$ cat src/rtl/vector_mac_engine.sv
// vector_mac_engine: multi-lane multiply-accumulate engine.
// Accepts one full-vector command per handshake and processes lanes_p elements
// per cycle in one of four modes: DOT, DOT_ACC, VMAC (a*b+c) and AXPY (s*a+b).
// Ports:
//   clk_i, reset_i        clock, asynchronous active-high reset
//   op_i                  mode: 00 DOT, 01 DOT_ACC, 10 VMAC, 11 AXPY
//   a_i, b_i, c_i         operand vectors, element i at [i*vdw_p +: vdw_p]
//   scalar_i              AXPY scalar
//   v_i / ready_o         command handshake
//   r_data_o              elementwise result (VMAC/AXPY)
//   acc_o                 accumulator (DOT/DOT_ACC)
//   v_o / yumi_i          result handshake
module vector_mac_engine #(
    parameter int unsigned vlen_p      = 4,
    parameter int unsigned vdw_p       = 4,
    parameter int unsigned lanes_p     = 2,
    parameter int unsigned acc_width_p = 2 * vdw_p + ((vlen_p > 1) ? $clog2(vlen_p) : 1)
) (
    input  logic                      clk_i,
    input  logic                      reset_i,
    input  logic [1:0]                op_i,
    input  logic [vlen_p*vdw_p-1:0]   a_i,
    input  logic [vlen_p*vdw_p-1:0]   b_i,
    input  logic [vlen_p*vdw_p-1:0]   c_i,
    input  logic [vdw_p-1:0]          scalar_i,
    input  logic                      v_i,
    output logic                      ready_o,
    output logic [vlen_p*vdw_p-1:0]   r_data_o,
    output logic [acc_width_p-1:0]    acc_o,
    output logic                      v_o,
    input  logic                      yumi_i
);

    localparam int unsigned vec_w_lp  = vlen_p * vdw_p;
    localparam int unsigned prod_w_lp = 2 * vdw_p;
    localparam int unsigned chunks_lp = vlen_p / lanes_p;
    localparam int unsigned cnt_w_lp  = (chunks_lp > 1) ? $clog2(chunks_lp) : 1;
    localparam logic [cnt_w_lp-1:0] last_cnt_lp = cnt_w_lp'(chunks_lp - 1);

    localparam logic [1:0] op_dot  = 2'b00;
    localparam logic [1:0] op_axpy = 2'b11;

    typedef enum logic [1:0] {
        IDLE = 2'd0,
        BUSY = 2'd1,
        DONE = 2'd2
    } state_e;

    state_e state_q, state_n;

    logic [1:0]            op_q;
    logic [vec_w_lp-1:0]   a_q, b_q, c_q;
    logic [vdw_p-1:0]      s_q;
    logic [cnt_w_lp-1:0]   cnt_q;
    logic                  accept;

    logic [vdw_p-1:0]      a_el [lanes_p];
    logic [vdw_p-1:0]      b_el [lanes_p];
    logic [vdw_p-1:0]      c_el [lanes_p];
    logic [prod_w_lp-1:0]  prod [lanes_p];
    logic [acc_width_p-1:0] chunk_sum;
    logic [vec_w_lp-1:0]   r_n;

    assign accept = (state_q == IDLE) && v_i;

    // State register
    always_ff @(posedge clk_i or posedge reset_i) begin
        if (reset_i) state_q <= IDLE;
        else         state_q <= state_n;
    end

    // Next-state logic
    always_comb begin
        state_n = state_q;
        case (state_q)
            IDLE:    if (v_i) state_n = BUSY;
            BUSY:    if (cnt_q == last_cnt_lp) state_n = DONE;
            DONE:    if (yumi_i) state_n = IDLE;
            default: state_n = IDLE;
        endcase
    end

    // Handshake outputs registered from the next state
    always_ff @(posedge clk_i or posedge reset_i) begin
        if (reset_i) begin
            ready_o <= 1'b1;
            v_o     <= 1'b0;
        end else begin
            ready_o <= (state_n == IDLE);
            v_o     <= (state_n == DONE);
        end
    end

    // Lane datapath for the current chunk
    always_comb begin
        chunk_sum = '0;
        r_n       = r_data_o;
        for (int l = 0; l < lanes_p; l++) begin
            a_el[l] = a_q[(32'(cnt_q) * lanes_p + 32'(l)) * vdw_p +: vdw_p];
            b_el[l] = b_q[(32'(cnt_q) * lanes_p + 32'(l)) * vdw_p +: vdw_p];
            c_el[l] = c_q[(32'(cnt_q) * lanes_p + 32'(l)) * vdw_p +: vdw_p];
            prod[l] = prod_w_lp'(a_el[l]) * prod_w_lp'(b_el[l]);
            chunk_sum = chunk_sum + acc_width_p'(prod[l]);
            // AXPY reuses b as the addend; VMAC adds c
            if (op_q == op_axpy)
                r_n[(32'(cnt_q) * lanes_p + 32'(l)) * vdw_p +: vdw_p] =
                    vdw_p'(prod_w_lp'(s_q) * prod_w_lp'(a_el[l]) + prod_w_lp'(b_el[l]));
            else
                r_n[(32'(cnt_q) * lanes_p + 32'(l)) * vdw_p +: vdw_p] =
                    vdw_p'(prod[l] + prod_w_lp'(c_el[l]));
        end
    end

    // Operand latch, chunk counter and result/accumulator registers
    always_ff @(posedge clk_i or posedge reset_i) begin
        if (reset_i) begin
            op_q     <= '0;
            a_q      <= '0;
            b_q      <= '0;
            c_q      <= '0;
            s_q      <= '0;
            cnt_q    <= '0;
            acc_o    <= '0;
            r_data_o <= '0;
        end else if (accept) begin
            op_q  <= op_i;
            a_q   <= a_i;
            b_q   <= b_i;
            c_q   <= c_i;
            s_q   <= scalar_i;
            cnt_q <= '0;
            if (op_i == op_dot) acc_o <= '0;
        end else if (state_q == BUSY) begin
            cnt_q <= (cnt_q == last_cnt_lp) ? '0 : cnt_q + cnt_w_lp'(1);
            // op_q[1] clear selects the dot-product family
            if (!op_q[1]) acc_o    <= acc_o + chunk_sum;
            else          r_data_o <= r_n;
        end
    end

endmodule

$ cat config.mk
export PLATFORM = sky130hd
export DESIGN_NAME = vector_mac_engine
export DESIGN_NICKNAME = d
export VERILOG_FILES = /design/src/rtl/vector_mac_engine.sv
export SDC_FILE = /design/constraint.sdc
export NUM_CORES = 1
export LEC_CHECK = 0
export CAP_MARGIN = 20
export CORE_AREA = 2 2 119 121
export CTS_CLUSTER_SIZE = 14
export DETAILED_ROUTE_END_ITERATION = 12
export DIE_AREA = 0 0 121 123
export PLACE_DENSITY = 0.77
export SYNTH_ARGS = -nofsm -noshare
export SYNTH_HDL_FRONTEND = slang
export SYNTH_SLANG_ARGS = --single-unit
$ cat constraint.sdc
create_clock -name clk_i -period 5.8 [get_ports clk_i]
set_input_delay 0.58 -clock clk_i [delete_from_list [all_inputs] [get_ports clk_i]]
set_output_delay 0.58 -clock clk_i [all_outputs]
set_load 0.005 [all_outputs]
# Word-level counts from Yosys, hierarchy flattened
# Index checks and enable logic that the tools add are counted.
# op_classes
n_addsub,10
n_mul,4
div_mod_pow,0
magnitude_cmp,0
n_eq_ne,6
shifts,12
mux,17
bitwise_logic,1
reduce_logical,7
# ops
operator,n
indexed part select 4 x 34 -> 16 bit,4
indexed part select 16 x 33 -> 4 bit,3
variable shift 4 x 34 -> 16 bit (first input constant),2
bitwise mux 16 bit,4
indexed part select 16 x 5 -> 4 bit,3
two-way mux 10 bit,4
negation 4 -> 34 bit,1
negation 5 -> 34 bit,1
two-way mux 16 bit,2
adder 4 bit,4
multiplier 4 x 4 -> 8 bit,2
adder 10 x 9 -> 10 bit,1
adder 8 x 8 -> 9 bit,1
multiplier 4 x 4 -> 4 bit,2
== test 2 bit (second input constant),3
logical NOT 2 bit,3
two-way mux 2 bit,3
one-hot mux 2 bit (3 select lines),1
AND reduction 3 bit,2
!= test 2 x 1 -> 1 bit (second input constant),2
adder 2 x 1 -> 3 bit (second input constant),1
two-way mux 1 bit,3
== test 2 x 1 -> 1 bit (second input constant),1
nonzero test 2 bit,1
3 further kinds,3
# word_totals
reg_bits,85
latch_bits,0
mem_bits_rw,0
rom_bits,0
in_bits,58
wordCells,68
n_memories,0

# Depth between registers and ports, before layout
# Gate-level depths: netlist of run 1.
# logic_depth
ltp_word,8
ltp_mapped,23
mapped_depth_nobuf,20

# Worst setup path after synthesis of run 1
# No wires, ideal clock.
# synth_timing
path_type,reg2reg
start,reg cnt_q
end,reg acc_o[9]
arrival_ns,5.176
required_time_ns,5.713
slack_ns,0.538
stages_incl_launch_ff,22
synth_period_minus_slack_ns,5.262
path_cell_list,dfrtp_1 > buf_6 > clkbuf_4 > buf_4 > clkbuf_1 > a31oi_1 > fa_1 > inv_1 > fa_1 > inv_1 > fa_1 > inv_1 > a21o_1 > a21oi_1 > xor2_1 > fa_1 > inv_1 > ha_1 > or3_1 > o211ai_1 > or4b_1 > o211ai_1
# synth_via
elab_chain_cells,8
# synth_rtl
item,line,source
"start, declared",54,logic [cnt_w_lp-1:0] cnt_q;
"start signal, assigned",134,cnt_q <= (cnt_q == last_cnt_lp) ? '0 : cnt_q + cnt_w_lp'(1);
adder 2 x 1 -> 3 bit,"99, 100",
"indexed part select 16 x 33 -> 4 bit, on equally long branches","99, 100",
multiplier 4 x 4 -> 8 bit,102,prod[l] = prod_w_lp'(a_el[l]) * prod_w_lp'(b_el[l]);
adder 8 x 8 -> 9 bit (*),103,chunk_sum = chunk_sum + acc_width_p'(prod[l]);
adder 10 x 9 -> 10 bit (*),136,if (!op_q[1]) acc_o <= acc_o + chunk_sum;
two-way mux 10 bit (*),136,
two-way mux 10 bit (*),133,end else if (state_q == BUSY) begin
two-way mux 10 bit (*),125,end else if (accept) begin
"end signal, assigned",136,
"end, declared",29,"output logic [acc_width_p-1:0] acc_o,"
# Mark *: on every way between the ends. The rest lies on a longest branch, timed or not. The select of a mux whose other input is x is not followed.
# A chain may end at the register's enable or synchronous reset.

# Worst setup path after layout of run 1
# Same ends and word-level chain as after synthesis.

==> results of run 1 <==
==> flip-flops by register name (all words and copies together), names as in the netlist <==
name,flops
r_data_o,16
state_q,2
a_q,16
cnt_q,1
op_q,2
acc_o,10
s_q,4
b_q,16
ready_o,1
v_o,1
c_q,16
==> path summary, 6_finish.rpt <==
kind                            slack (ns)      endpoint         from  cells past startpoint
max in group asynchronous             4.11         cnt_q      reset_i                      3
min in group asynchronous             0.64  r_data_o[10]      reset_i                      2
worst min register to register        0.48   r_data_o[8]  r_data_o[8]                      2
worst max-delay path                  0.29      acc_o[9]        cnt_q                     18
worst min-delay path                  0.48   r_data_o[8]  r_data_o[8]                      2
worst max register to register        0.29      acc_o[9]        cnt_q                     18
==> metal layers <==
metal | up-vias | GRT usage (%) | routed length, µm
met5 | - | 0 | 0
met4 | 0 | 5.96 | 241
met3 | 18 | 4.29 | 561
met2 | 95 | 29.7 | 5970
met1 | 2021 | 22.8 | 5570
li1 | 1979 | - | -
==> worst max-delay path, cell delays in order (launching register included) <==
cell,delay [ns]
sky130_fd_sc_hd__dfrtp_4,0.70
sky130_fd_sc_hd__mux2i_1,0.52
sky130_fd_sc_hd__or2_1,0.20
sky130_fd_sc_hd__fa_1,0.46
sky130_fd_sc_hd__fa_1,0.55
sky130_fd_sc_hd__inv_1,0.07
sky130_fd_sc_hd__ha_1,0.30
sky130_fd_sc_hd__a21o_1,0.18
sky130_fd_sc_hd__a21oi_1,0.22
sky130_fd_sc_hd__o21bai_1,0.09
sky130_fd_sc_hd__a21oi_1,0.17
sky130_fd_sc_hd__xor2_1,0.12
sky130_fd_sc_hd__fa_1,0.49
sky130_fd_sc_hd__inv_1,0.05
sky130_fd_sc_hd__ha_1,0.23
sky130_fd_sc_hd__or3_1,0.40
sky130_fd_sc_hd__o211ai_1,0.11
sky130_fd_sc_hd__or4b_1,0.45
sky130_fd_sc_hd__o211ai_1,0.11
==> cells in the mapped netlist (6+ instances only) <==
master,number
sky130_fd_sc_hd__mux2_2,60
sky130_fd_sc_hd__nor2b_1,9
sky130_fd_sc_hd__clkbuf_1,6
sky130_fd_sc_hd__nand2b_1,7
sky130_fd_sc_hd__nor2_1,32
sky130_fd_sc_hd__dfrtp_1,84
sky130_fd_sc_hd__fa_1,23
sky130_fd_sc_hd__xor2_1,10
sky130_fd_sc_hd__nand2_1,30
sky130_fd_sc_hd__ha_1,50
sky130_fd_sc_hd__o21ai_0,20
sky130_fd_sc_hd__xnor2_1,20
sky130_fd_sc_hd__buf_2,7
sky130_fd_sc_hd__a21oi_1,17
sky130_fd_sc_hd__inv_1,57
sky130_fd_sc_hd__nand3_1,10
sky130_fd_sc_hd__o21ai_1,6
sky130_fd_sc_hd__mux2i_1,16
sky130_fd_sc_hd__a21o_1,8
sky130_fd_sc_hd__a22o_1,10
==> area by class of cell <==
cell class              count  share of cell area [%]
multi-input cells         372                    46.7
flip-flops and latches     85                    29.9
repair buffers             94                    12.9
clock buffers               9                    3.16
well taps                 180                    3.16
inverters                  57                    3.02
clock inverters             7                    1.23
==> timing repair <==
action	in CTS	in global routing
setup endpoints to repair	0	1
hold endpoints to repair	0	0
gates resized for setup	0	1
==> stage by stage <==
stage / std cells / setup WS, ns / instance area, µm² / utilization, % / hold slack, ns
floorplan: 530 / 0.538 / 5750 / - / 0.473
global placement: 788 / 0.473 / 6820 / 50.1 / 0.459
detailed placement: 788 / 0.192 / 6820 / 50.1 / 0.475
CTS: 804 / 0.175 / 7130 / 52.4 / 0.490
global route: 804 / 0.00736 / 7130 / 52.4 / 0.520
finish: 804 / 0.288 / 7130 / 52.4 / 0.484
==> logic make-up after synthesis <==
| logic type | count (synthesis) |
|---|---|
| and+or+nand+nor | 110 |
| buffers and inverters | 73 |
| adders and majority gates | 73 |
| DFF | 85 |
| muxes | 80 |
| xor gates and xnor gates | 33 |
| AOI/OAI and AO/OA | 76 |
==> flow_summary.toml, run 1 <==
[route]
drt_first_iter_violations = 184
post_detailed_route_drc_marker_count = 0
via_per_instance_ratio = 5.12
wl_um = 12300
route.detailed.wl_per_inst_um = 15.3
drt_pass1_iterations = 4
antenna_left = 0
vias = 4113

[sta]
achievable-frequency_mhz = 181
maxSlewViolCount = 0
max_slew.worst_pin.slew_ns = 0.753
grt_setup_unrepaired = "no"
post-route-period-util_pct = 95.0
timing.max_slew.rel_slack_pct = 49.6
setup_viol_count_final = 0
min_period_ns = 5.51
final_hold_viol_count = 0
fin_skew_ns = 0.00740
setup_total_negative_slack_ns = 0

[worst_setup_path]
worstSetupStartpointType = "flop"
worst-endpoint-arrival_ns = 5.78
critPathKind = "reg2reg"
worstPathRequired_ns = 6.07
cp-end-kind = "flop"
highest_net_fanout_along_the_worst_path = 34

[global_routing]
grt_util_all_layers_pct = 17.8
vias_in_the_first_global_route = 4200
grt_max_degree = 46
number_of_antenna_violations_at_the_first_check_in_global_routing = 0
grt_overflow_total = 0
grt_pass1_wl_um = 20500

[cts]
cts_buffer_depth = 2
post-cts-setup-buffer-count = 0
clock_latency_ns = 0.35
cts_root_buffer = "sky130_fd_sc_hd__clkbuf_16"
clock_sinks = 85
cts_tree = "built"
post_cts_hold_buffer_count = 0
cts_htree_levels = 3
cts_made_buffers = 9
cts.clk_slew.worst_paths_ns = 0.07

[place]
hpwl_um = 9960
io_buffers = 85
place.gp.congestion = 0.831

[yosys]
syn_nets = 661
netlist-cell-type-count = 46
synth_top_area_cell = "sky130_fd_sc_hd__dfrtp_1"
synth_compound_gate_area_share_pct = 8.47
synthArstFlopShare_pct = 100
synth_edf_count = 0
share_of_synthesized_cell_area_in_full_adder_half_adder_and_majority_cells_pct = 18.9
yosys.area.top_type_share_pct = 36.6
ys_seq_elements = 85
synth_seq_area_share_pct = 37.0
largest_family_of_logic_cells_by_synthesized_area = "adder cells"
multiplexer_area_fraction_after_synthesis_pct = 15.5
synth-warning-count = 0
syn_area_per_cell_um2 = 10.8
synth_simple_gate_area_share_pct = 9.23
synth_top_cells_by_area = "sky130_fd_sc_hd__dfrtp_1, sky130_fd_sc_hd__mux2_2, sky130_fd_sc_hd__ha_1, sky130_fd_sc_hd__fa_1, sky130_fd_sc_hd__inv_1"
post_synth_inst_count = 530
synth_xor_area_share_pct = 5.64
commonest_register_cell_after_synthesis = "sky130_fd_sc_hd__dfrtp_1"
syn-cell-area_um2 = 5750

[floorplan]
placeableCoreArea_um2 = 13600
dieArea_um2 = 14900
std_cell_rows = 43
boundaryPins = 86
die_h_um = 123
die_w_um = 121
initial_standard_cell_utilization_of_the_core_pct = 42.2

[layout]
area.sequential_um2 = 2130
nFillCells = 1171
layout-drive-gt1-share_pct = 16.2
final_nets = 750
num_antenna_cells = 0
multi_input_area_um2 = 3330
most-common-layout-cells = "sky130_fd_sc_hd__clkdlybuf4s50_1, sky130_fd_sc_hd__dfrtp_1, sky130_fd_sc_hd__mux2_2"
synthToLayoutAreaGrowth_pct = 24.1
layout_commonest_cell = "sky130_fd_sc_hd__clkdlybuf4s50_1"

[worst_hold_path]
hold_class = "reg2reg"

[run_status]
run_status = "completed"

[run]
drv.max_cap_violation_count = 0
Power of run 1 is not shown: default switching activity piles up to over one toggle a cycle in this logic, so the estimate is an artifact.
==> run 2: changes to the inputs <==
--- a/config.mk
+++ b/config.mk
@@ -6,11 +6,13 @@
 export NUM_CORES = 1
 export LEC_CHECK = 0
 export CAP_MARGIN = 20
+export CELL_PAD_IN_SITES_DETAIL_PLACEMENT = 0
+export CELL_PAD_IN_SITES_GLOBAL_PLACEMENT = 1
 export CORE_AREA = 2 2 119 121
 export CTS_CLUSTER_SIZE = 14
 export DETAILED_ROUTE_END_ITERATION = 12
 export DIE_AREA = 0 0 121 123
-export PLACE_DENSITY = 0.77
+export PLACE_DENSITY = 0.91
 export SYNTH_ARGS = -nofsm -noshare
 export SYNTH_HDL_FRONTEND = slang
 export SYNTH_SLANG_ARGS = --single-unit
==> run 2 against run 1 <==
Sequential cell count unchanged. Die area did not move. Wire length decreased by 2.8%. Clock skew decreased by 0.0036 ns. First-iteration DRC count fell by 24%. Fmax up 2.7%. Register-to-register slack better by 0.14 ns. Setup slack improved by 0.14 ns. Critical path depth did not move. Worst hold slack barely moved. Core utilization shrank 0.055 points. Critical endpoint unchanged. Highest routed layer unchanged.
==> flow_summary.toml, run 2 (same netlist as run 1, synthesis figures left out) <==
[worst_setup_path]
critical_path_depth = 18
worstPathRequired_ns = 6.06
endpoint = "acc_o[9]"
worstSetupStartpointType = "flop"
cp-startpoint = "cnt_q"
r2r.worst_path.cells = 18
timing.critical_path.mode_cell = "sky130_fd_sc_hd__fa_1"
crit-reg2reg-capture = "acc_o[9]"
worst_path_buffer_plus_inverter_count = 2
highest_net_fanout_along_the_worst_path = 34
cp-end-kind = "flop"
worst-r2r-setup-slack_ns = 0.43
slowest_delay_ns = 0.70
cell_chain_critical_path = "mux2i_1 > or2_1 > fa_1 > fa_1 > inv_1 > ha_1 > a21o_1 > a21oi_1 > o21bai_1 > a21oi_1 > xor2_1 > fa_1 > inv_1 > ha_1 > or3_1 > o211ai_1 > or4b_1 > o211ai_1"
critPathKind = "reg2reg"
worst-endpoint-arrival_ns = 5.63
crit_path_max_delay_cell_type = "sky130_fd_sc_hd__dfrtp_4"
kind_of_cell_adding_the_most_delay_to_the_critical_path = "adder cells"
r2r_start = "cnt_q"

[layout]
layout_commonest_cell = "sky130_fd_sc_hd__clkdlybuf4s50_1"
final_nets = 750
most-common-layout-cells = "sky130_fd_sc_hd__clkdlybuf4s50_1, sky130_fd_sc_hd__dfrtp_1, sky130_fd_sc_hd__mux2_2"
stdcell_area_um2 = 7120
layout-drive-gt1-share_pct = 16.2
nFillCells = 1205
num_antenna_cells = 0
synthToLayoutAreaGrowth_pct = 24.0

[sta]
post-route-period-util_pct = 92.5
fin_skew_ns = 0.00380
setup_viol_count_final = 0
min_period_ns = 5.37
maxSlewViolCount = 0
final_hold_viol_count = 0
timing.max_slew.rel_slack_pct = 47.2
max_slew.worst_pin.slew_ns = 0.790
setup_total_negative_slack_ns = 0
grt_setup_unrepaired = "no"
achievable-frequency_mhz = 186

[route]
drt_first_iter_violations = 139
post_detailed_route_drc_marker_count = 0
drt_pass1_iterations = 4
via_per_instance_ratio = 5.05
route.detailed.wl_per_inst_um = 14.9
antenna_left = 0
wl_um = 12000
vias = 4060

[global_routing]
grt_pass1_wl_um = 20000
grt_overflow_total = 0
grt_util_all_layers_pct = 17.3
grt_max_degree = 86
number_of_antenna_violations_at_the_first_check_in_global_routing = 0
vias_in_the_first_global_route = 4098

[place]
io_buffers = 85
place.gp.congestion = 0.897
detailed_place.area_um2 = 6810
hpwl_um = 9560

[cts]
cts_root_buffer = "sky130_fd_sc_hd__clkbuf_16"
cts_htree_levels = 3
cts.clk_slew.worst_paths_ns = 0.06
clock_latency_ns = 0.35
cts_made_buffers = 9
cts_buffer_depth = 2
clock_sinks = 85
post_cts_hold_buffer_count = 0
cts_tree = "built"

[run]
drv.max_cap_violation_count = 0

[floorplan]
die_w_um = 121
die_h_um = 123
initial_standard_cell_utilization_of_the_core_pct = 42.2
std_cell_rows = 43
placeableCoreArea_um2 = 13600
dieArea_um2 = 14900
boundaryPins = 86

[worst_hold_path]
hold_class = "reg2reg"

[run_status]
run_status = "completed"
-- run 2: cell types whose count changed in the layout (fill, tap and decap cells not counted), sizes merged --
cell      delta
clkinv       +2
inv          -3
clkinvlp     +2
bufinv       -1
-- run 2: metrics by stage --
step	worst slack (ns)	hold WS [ns]	cells	utilization, %
floorplan	0.538	0.473	530	-
global placement	0.447	0.460	787	50.0
detailed placement	0.287	0.473	787	50.0
CTS	0.267	0.487	803	52.1
global route	0.131	0.518	804	52.3
finish	0.432	0.484	804	52.3
-- run 2: per-layer routing --
layer,global-route usage [%],part of all wire (%),vias up
li1,-,-,1975
met4,5.67,1.5,0
met2,28.9,49,88
met1,22.9,46,1984
met5,0,0,-
met3,3.04,3.8,13
-- run 2: area by class of cell --
type | instances | area, µm² | area share, %
clock buffer | 9 | 225 | 3.16
clock inverter | 7 | 60.1 | 0.843
sequential | 85 | 2130 | 29.9
inverter | 57 | 215 | 3.02
multi-input combinational | 372 | 3330 | 46.7
timing repair buffer | 94 | 938 | 13.2
tap | 180 | 225 | 3.16
-- run 2: worst min path at each step --
stage | start | endpoint | cells past startpoint
2_1_floorplan | r_data_o[0] | r_data_o[0] | 2
3_3_place_gp | r_data_o[0] | r_data_o[0] | 2
3_5_place_dp | r_data_o[13] | r_data_o[13] | 2
4_1_cts | r_data_o[13] | r_data_o[13] | 2
5_1_grt | c_q[13] | c_q[13] | 1
6_report | r_data_o[13] | r_data_o[13] | 2
-- run 2: worst register-to-register path, delay by kind of cell (launching register included) --
family          cells  cell delay, ns
xor+xnor            1            0.12
simple gates        3            1.01
buf+inv             2            0.10
flops               1            0.70
mux                 1            0.49
fa+ha+maj           5            1.99
compound gates      6            0.88
-- run 2: timing repair --
| action | CTS | global route |
|---|---|---|
| resized for setup | 0 | 1 |
| buffers inserted | 0 | 0 |
| setup endpoints to repair | 0 | 1 |
Power of run 2 is left out for the same reason.
